===== config.mk =====
export PLATFORM = sky130hd
export DESIGN_NAME = mips_multicycle_control_unit
export DESIGN_NICKNAME = d
export VERILOG_FILES = /design/src/rtl/mips_multicycle_control_unit.sv
export SDC_FILE = /design/constraint.sdc
export NUM_CORES = 1
export LEC_CHECK = 0
export ABC_AREA = 0
export CAP_MARGIN = 20
export CELL_PAD_IN_SITES_DETAIL_PLACEMENT = 1
export CELL_PAD_IN_SITES_GLOBAL_PLACEMENT = 1
export CORE_MARGIN = 3
export CORE_UTILIZATION = 32
export CTS_BUF_LIST = sky130_fd_sc_hd__clkbuf_16
export DETAILED_ROUTE_END_ITERATION = 6
export MAX_ROUTING_LAYER = met4
export PLACE_DENSITY_LB_ADDON = 0.1
export SKIP_CTS_REPAIR_TIMING = 1
export SYNTH_ARGS = -nofsm -noshare
export SYNTH_HDL_FRONTEND = slang
export SYNTH_SLANG_ARGS = --single-unit

===== constraint.sdc =====
create_clock -name CLK -period 1.6 [get_ports CLK]
set_input_delay 0.16 -clock CLK [delete_from_list [all_inputs] [get_ports CLK]]
set_output_delay 0.16 -clock CLK [all_outputs]
set_load 0.05 [all_outputs]

===== src/rtl/mips_multicycle_control_unit.sv =====
// Multi-cycle MIPS control unit: registered FSM sequencing fetch, decode,
// execute, memory and writeback over a unified memory with a MEM_READY wait
// handshake, plus a retired-instruction counter.
// Optional build macro ILLEGAL_OP_TRAP_EN: illegal opcodes park the FSM in a
// TRAP state and raise ILLEGAL_OP until reset; otherwise they retire as NOPs.
module mips_multicycle_control_unit #(
  parameter int ALU_CTRL_WIDTH = 3,
  parameter int STATE_WIDTH    = 4,
  parameter int RET_CNT_WIDTH  = 32
) (
  input  logic                      CLK,
  input  logic                      RST_N,
  input  logic [5:0]                OP_CODE,
  input  logic [5:0]                FUNCT,
  input  logic                      ZERO_FLAG,
  input  logic                      MEM_READY,
  output logic                      MEM_RD_EN,
  output logic                      MEM_WR_EN,
  output logic                      I_OR_D,
  output logic                      IR_WR_EN,
  output logic                      PC_WR_EN,
  output logic [1:0]                PC_SRC_SEL,
  output logic                      ALU_SRC_A_SEL,
  output logic [1:0]                ALU_SRC_B_SEL,
  output logic [ALU_CTRL_WIDTH-1:0] ALU_CTRL,
  output logic                      REG_FILE_WR_EN,
  output logic                      REG_FILE_A3_SEL,
  output logic                      REG_FILE_WD3_SEL,
  output logic [STATE_WIDTH-1:0]    STATE,
`ifdef ILLEGAL_OP_TRAP_EN
  output logic                      ILLEGAL_OP,
`endif
  output logic [RET_CNT_WIDTH-1:0]  RET_CNT
);

  typedef enum logic [3:0] {
    S_FETCH  = 4'd0,
    S_DECODE = 4'd1,
    S_MEMADR = 4'd2,
    S_MEMRD  = 4'd3,
    S_MEMWB  = 4'd4,
    S_MEMWR  = 4'd5,
    S_EXEC   = 4'd6,
    S_ALUWB  = 4'd7,
    S_BRANCH = 4'd8,
    S_ADDIEX = 4'd9,
    S_ADDIWB = 4'd10,
    S_JUMP   = 4'd11,
    S_TRAP   = 4'd12
  } state_t;

  localparam logic [5:0] OP_RTYPE = 6'b000000;
  localparam logic [5:0] OP_LW    = 6'b100011;
  localparam logic [5:0] OP_SW    = 6'b101011;
  localparam logic [5:0] OP_BEQ   = 6'b000100;
  localparam logic [5:0] OP_ADDI  = 6'b001000;
  localparam logic [5:0] OP_J     = 6'b000010;

  localparam logic [ALU_CTRL_WIDTH-1:0] ALU_ADD = ALU_CTRL_WIDTH'(3'b010);
  localparam logic [ALU_CTRL_WIDTH-1:0] ALU_SUB = ALU_CTRL_WIDTH'(3'b110);
  localparam logic [ALU_CTRL_WIDTH-1:0] ALU_AND = ALU_CTRL_WIDTH'(3'b000);
  localparam logic [ALU_CTRL_WIDTH-1:0] ALU_OR  = ALU_CTRL_WIDTH'(3'b001);
  localparam logic [ALU_CTRL_WIDTH-1:0] ALU_SLT = ALU_CTRL_WIDTH'(3'b111);

  state_t                   state_q, state_d;
  logic [RET_CNT_WIDTH-1:0] ret_cnt_q, ret_cnt_d;
  logic                     retire;

  // Ungated enables; the reset gating below keeps them quiet while RST_N is low.
  logic mem_rd_en, mem_wr_en, ir_wr_en, pc_wr_en, rf_wr_en;
  logic illegal_op;

  // Next-state, retire decision and Moore decode of the datapath controls.
  always_comb begin
    state_d          = state_q;
    retire           = 1'b0;
    mem_rd_en        = 1'b0;
    mem_wr_en        = 1'b0;
    ir_wr_en         = 1'b0;
    pc_wr_en         = 1'b0;
    rf_wr_en         = 1'b0;
    illegal_op       = 1'b0;
    I_OR_D           = 1'b0;
    PC_SRC_SEL       = 2'b00;
    ALU_SRC_A_SEL    = 1'b0;
    ALU_SRC_B_SEL    = 2'b00;
    ALU_CTRL         = ALU_ADD;
    REG_FILE_A3_SEL  = 1'b0;
    REG_FILE_WD3_SEL = 1'b0;

    case (state_q)
      S_FETCH: begin
        mem_rd_en     = 1'b1;
        ALU_SRC_B_SEL = 2'b01;
        // IR and PC load together on the cycle the memory returns the word.
        ir_wr_en      = MEM_READY;
        pc_wr_en      = MEM_READY;
        if (MEM_READY) state_d = S_DECODE;
      end
      S_DECODE: begin
        // ALUOut captures PC+4 + (imm << 2) for a possible branch.
        ALU_SRC_B_SEL = 2'b11;
        case (OP_CODE)
          OP_LW, OP_SW: state_d = S_MEMADR;
          OP_RTYPE:     state_d = S_EXEC;
          OP_BEQ:       state_d = S_BRANCH;
          OP_ADDI:      state_d = S_ADDIEX;
          OP_J:         state_d = S_JUMP;
          default: begin
`ifdef ILLEGAL_OP_TRAP_EN
            state_d = S_TRAP;
`else
            state_d = S_FETCH;
            retire  = 1'b1;
`endif
          end
        endcase
      end
      S_MEMADR: begin
        ALU_SRC_A_SEL = 1'b1;
        ALU_SRC_B_SEL = 2'b10;
        state_d       = (OP_CODE == OP_SW) ? S_MEMWR : S_MEMRD;
      end
      S_MEMRD: begin
        mem_rd_en = 1'b1;
        I_OR_D    = 1'b1;
        if (MEM_READY) state_d = S_MEMWB;
      end
      S_MEMWB: begin
        rf_wr_en         = 1'b1;
        REG_FILE_WD3_SEL = 1'b1;
        retire           = 1'b1;
        state_d          = S_FETCH;
      end
      S_MEMWR: begin
        mem_wr_en = 1'b1;
        I_OR_D    = 1'b1;
        if (MEM_READY) begin
          retire  = 1'b1;
          state_d = S_FETCH;
        end
      end
      S_EXEC: begin
        ALU_SRC_A_SEL = 1'b1;
        case (FUNCT)
          6'b100010: ALU_CTRL = ALU_SUB;
          6'b100100: ALU_CTRL = ALU_AND;
          6'b100101: ALU_CTRL = ALU_OR;
          6'b101010: ALU_CTRL = ALU_SLT;
          default:   ALU_CTRL = ALU_ADD;
        endcase
        state_d = S_ALUWB;
      end
      S_ALUWB: begin
        rf_wr_en        = 1'b1;
        REG_FILE_A3_SEL = 1'b1;
        retire          = 1'b1;
        state_d         = S_FETCH;
      end
      S_BRANCH: begin
        ALU_SRC_A_SEL = 1'b1;
        ALU_CTRL      = ALU_SUB;
        PC_SRC_SEL    = 2'b01;
        pc_wr_en      = ZERO_FLAG;
        retire        = 1'b1;
        state_d       = S_FETCH;
      end
      S_ADDIEX: begin
        ALU_SRC_A_SEL = 1'b1;
        ALU_SRC_B_SEL = 2'b10;
        state_d       = S_ADDIWB;
      end
      S_ADDIWB: begin
        rf_wr_en = 1'b1;
        retire   = 1'b1;
        state_d  = S_FETCH;
      end
      S_JUMP: begin
        PC_SRC_SEL = 2'b10;
        pc_wr_en   = 1'b1;
        retire     = 1'b1;
        state_d    = S_FETCH;
      end
      S_TRAP: begin
`ifdef ILLEGAL_OP_TRAP_EN
        // Parked until reset; counter frozen, no enables.
        illegal_op = 1'b1;
`else
        state_d = S_FETCH;
`endif
      end
      default: state_d = S_FETCH;
    endcase

    ret_cnt_d = retire ? ret_cnt_q + RET_CNT_WIDTH'(1) : ret_cnt_q;
  end

  // State and retired-instruction counter registers.
  always_ff @(posedge CLK or negedge RST_N) begin
    if (!RST_N) begin
      state_q   <= S_FETCH;
      ret_cnt_q <= '0;
    end else begin
      state_q   <= state_d;
      ret_cnt_q <= ret_cnt_d;
    end
  end

  assign MEM_RD_EN      = mem_rd_en & RST_N;
  assign MEM_WR_EN      = mem_wr_en & RST_N;
  assign IR_WR_EN       = ir_wr_en & RST_N;
  assign PC_WR_EN       = pc_wr_en & RST_N;
  assign REG_FILE_WR_EN = rf_wr_en & RST_N;
  assign STATE          = STATE_WIDTH'(state_q);
  assign RET_CNT        = ret_cnt_q;
`ifdef ILLEGAL_OP_TRAP_EN
  assign ILLEGAL_OP     = illegal_op;
`endif

endmodule


==> summary.txt <==
Worst reg2reg startpoint = STATE[1]
Failing checks = setup timing
Core Region = 0.00653 sq mm
Worst hold path type = reg -> reg
Clock latency on the worst-skew pair = 0.28 ns
Post-synth EDFFs = 0
CP Class = reg -> out
Port Buffer Count = 67
Detail Placement HPWL = 5150 um
RSZ-0062 raised after global routing = yes
Post-layout net count = 367
Crit end category = output pin
Seq/Total Area, Yosys = 40.7%
Commonest non-fill, non-tap cells in the layout = buf_4, xnor2_1, dfrtp_2
Vias in the first global route = 2249
First-pass GRT wire length = 10900 um
Least-Margin Pin Slew = 0.300 ns
Placed Cells = 415
Clock transition at path regs = 0.05 ns
VDD IR-drop max = 1.36 mV
Vias per std cell = 5.00
Hold Slack = 0.478 ns
CP Launch Point = STATE[3]
Ys flop type = dfrtp_1
Leading cell type in the layout, fill and taps excluded = buf_4
Detailed Routing Iterations Pass 1 = 4
Ant diodes = 0
Endpoints failing setup = 43
Tmin final = 1.94 ns
DRT antenna net count = 0
Synth Instances = 221
Area leader, netlist = dfrtp_1
Clock Skew = 0.00647 ns
Worst-path fanout max = 5
Yosys reg bits = 36
Die H = 89.1 um
Synth area leaders = dfrtp_1, xnor2_1, nand3_2
Layout Cells excl Fill = 428
Leakage power total = 1.71 nW
Post-Syn Area = 0.00221 sq mm
CTS tree = yes
Overall die area = 0.00795 sq mm
Initial antenna violation count = 0
Max Clk Rate = 514 MHz
Syn_area_per_cell = 10.0 sq um
Final core occ = 59.8%
Syn. warnings = 0
Syn Nets = 238
Rel. slew slack = 79.7%
Top-Level Pins = 68
Clock sink count = 36
Placement row count = 29
Startpoint Class = flop
Setup WS post-layout = -0.345 ns
Part of the cycle the worst path needs = 122%
Total gr overflow = 0
Vias = 2141
WL per Instance = 15.8 um
Ys async rst share = 100%
Crit path required time = 1.44 ns
Effective utilization at floorplan = 33.9%
Final Hold Violating Endpoints = 0
P per Cell Area = 1590 mW/mm^2
Final Max Slew Viols = 0
Area Growth Syn to Fin = 76.6%
GRT Util Overall = 17.9%
Total wire length = 6780 um
Largest net degree at the start of global routing = 21
Num CTS Buffers = 5
DR iter-0 viols = 54
Hold_sp = RET_CNT[6]
Synth top area share = 40.7%
Htree depth = 2
Outcome = complete, but fails checks
Bufs on Longest Clock Path = 2
Die X = 89.1 um
CTS Root Cell = clkbuf_16
Placer Congestion = 0.820
Max Cap Viol = 0
Post-synth cell types = 51
CP arrival = 1.78 ns
Share of cells above drive strength 1 = 57.0%
Drc violations = 0
## area by class of cell
class | count | area, sq um
multi-input cells | 170 | 1390
well taps | 77 | 96.3
clock inverters | 3 | 38.8
fillers | 705 | 2620
clock buffers | 5 | 125
flip-flops and latches | 36 | 931
repair buffers | 132 | 1310
inverters | 5 | 18.8
## per-stage QoR
step,worst slack [ns],cell area (sq um),power [mW],setup TNS [ns]
after detailed placement,-0.335,3640,4.91,-8.58
after floorplan,-0.346,2410,3.38,-8.47
after global placement,-0.325,3640,4.82,-7.67
final,-0.345,3910,6.20,-9.79
after global routing,-0.434,3910,6.54,-14.03
after CTS,-0.452,3810,6.04,-6.24
## kinds of logic after synthesis
group | after synthesis | synth area share [%]
XOR/XNOR | 34 | 13.8
flip-flops | 36 | 40.7
multiplexers | 4 | 2.09
AO/OA/AOI/OAI | 21 | 6.28
AND/OR/NAND/NOR | 109 | 31.3
adder cells (fa/ha/maj) | 2 | 1.07
buffers and inverters | 15 | 4.69
## synthesized netlist by cell type, drive strengths merged (6+ instances only)
cell type,number
and3,6
buf,8
dfrtp,36
nand2,16
nand3,18
nand4,14
nor2,20
nor3,8
o21ai,7
xnor2,30
## power breakdown
group	switching [mW]	internal [mW]
logic	2.08	1.80
registers	0.173	1.06
clock network	0.369	0.726
total	2.62	3.58
## registers in the layout, summed over array words and instances (netlist names)
register,count
RET_CNT,32
STATE,4
## per-layer routing
layer	track usage (%)	up-vias	routed length [um]
li1	-	1039	-
met1	22.4	1049	3010
met2	30.6	48	3460
met3	3.04	5	264
met4	3.25	0	53
met5	-	-	0
## worst max-delay path, cell delays in order (launching register included)
cell      delay (ns)
dfrtp_2         0.42
and2b_2         0.27
nand4b_1        0.14
or4b_4          0.50
buf_6           0.17
## path summary, 6_finish.rpt
kind / end / slack [ns] / cells past startpoint
max reg2reg: RET_CNT[1] / -0.33 / 7
min in group asynchronous: STATE[0] / 0.51 / 3
max in group asynchronous: RET_CNT[12] / 0.85 / 3
min reg2reg: RET_CNT[6] / 0.48 / 1
min: RET_CNT[6] / 0.48 / 1
max: ALU_CTRL[1] / -0.34 / 4
(Power assumes the default switching activity.)
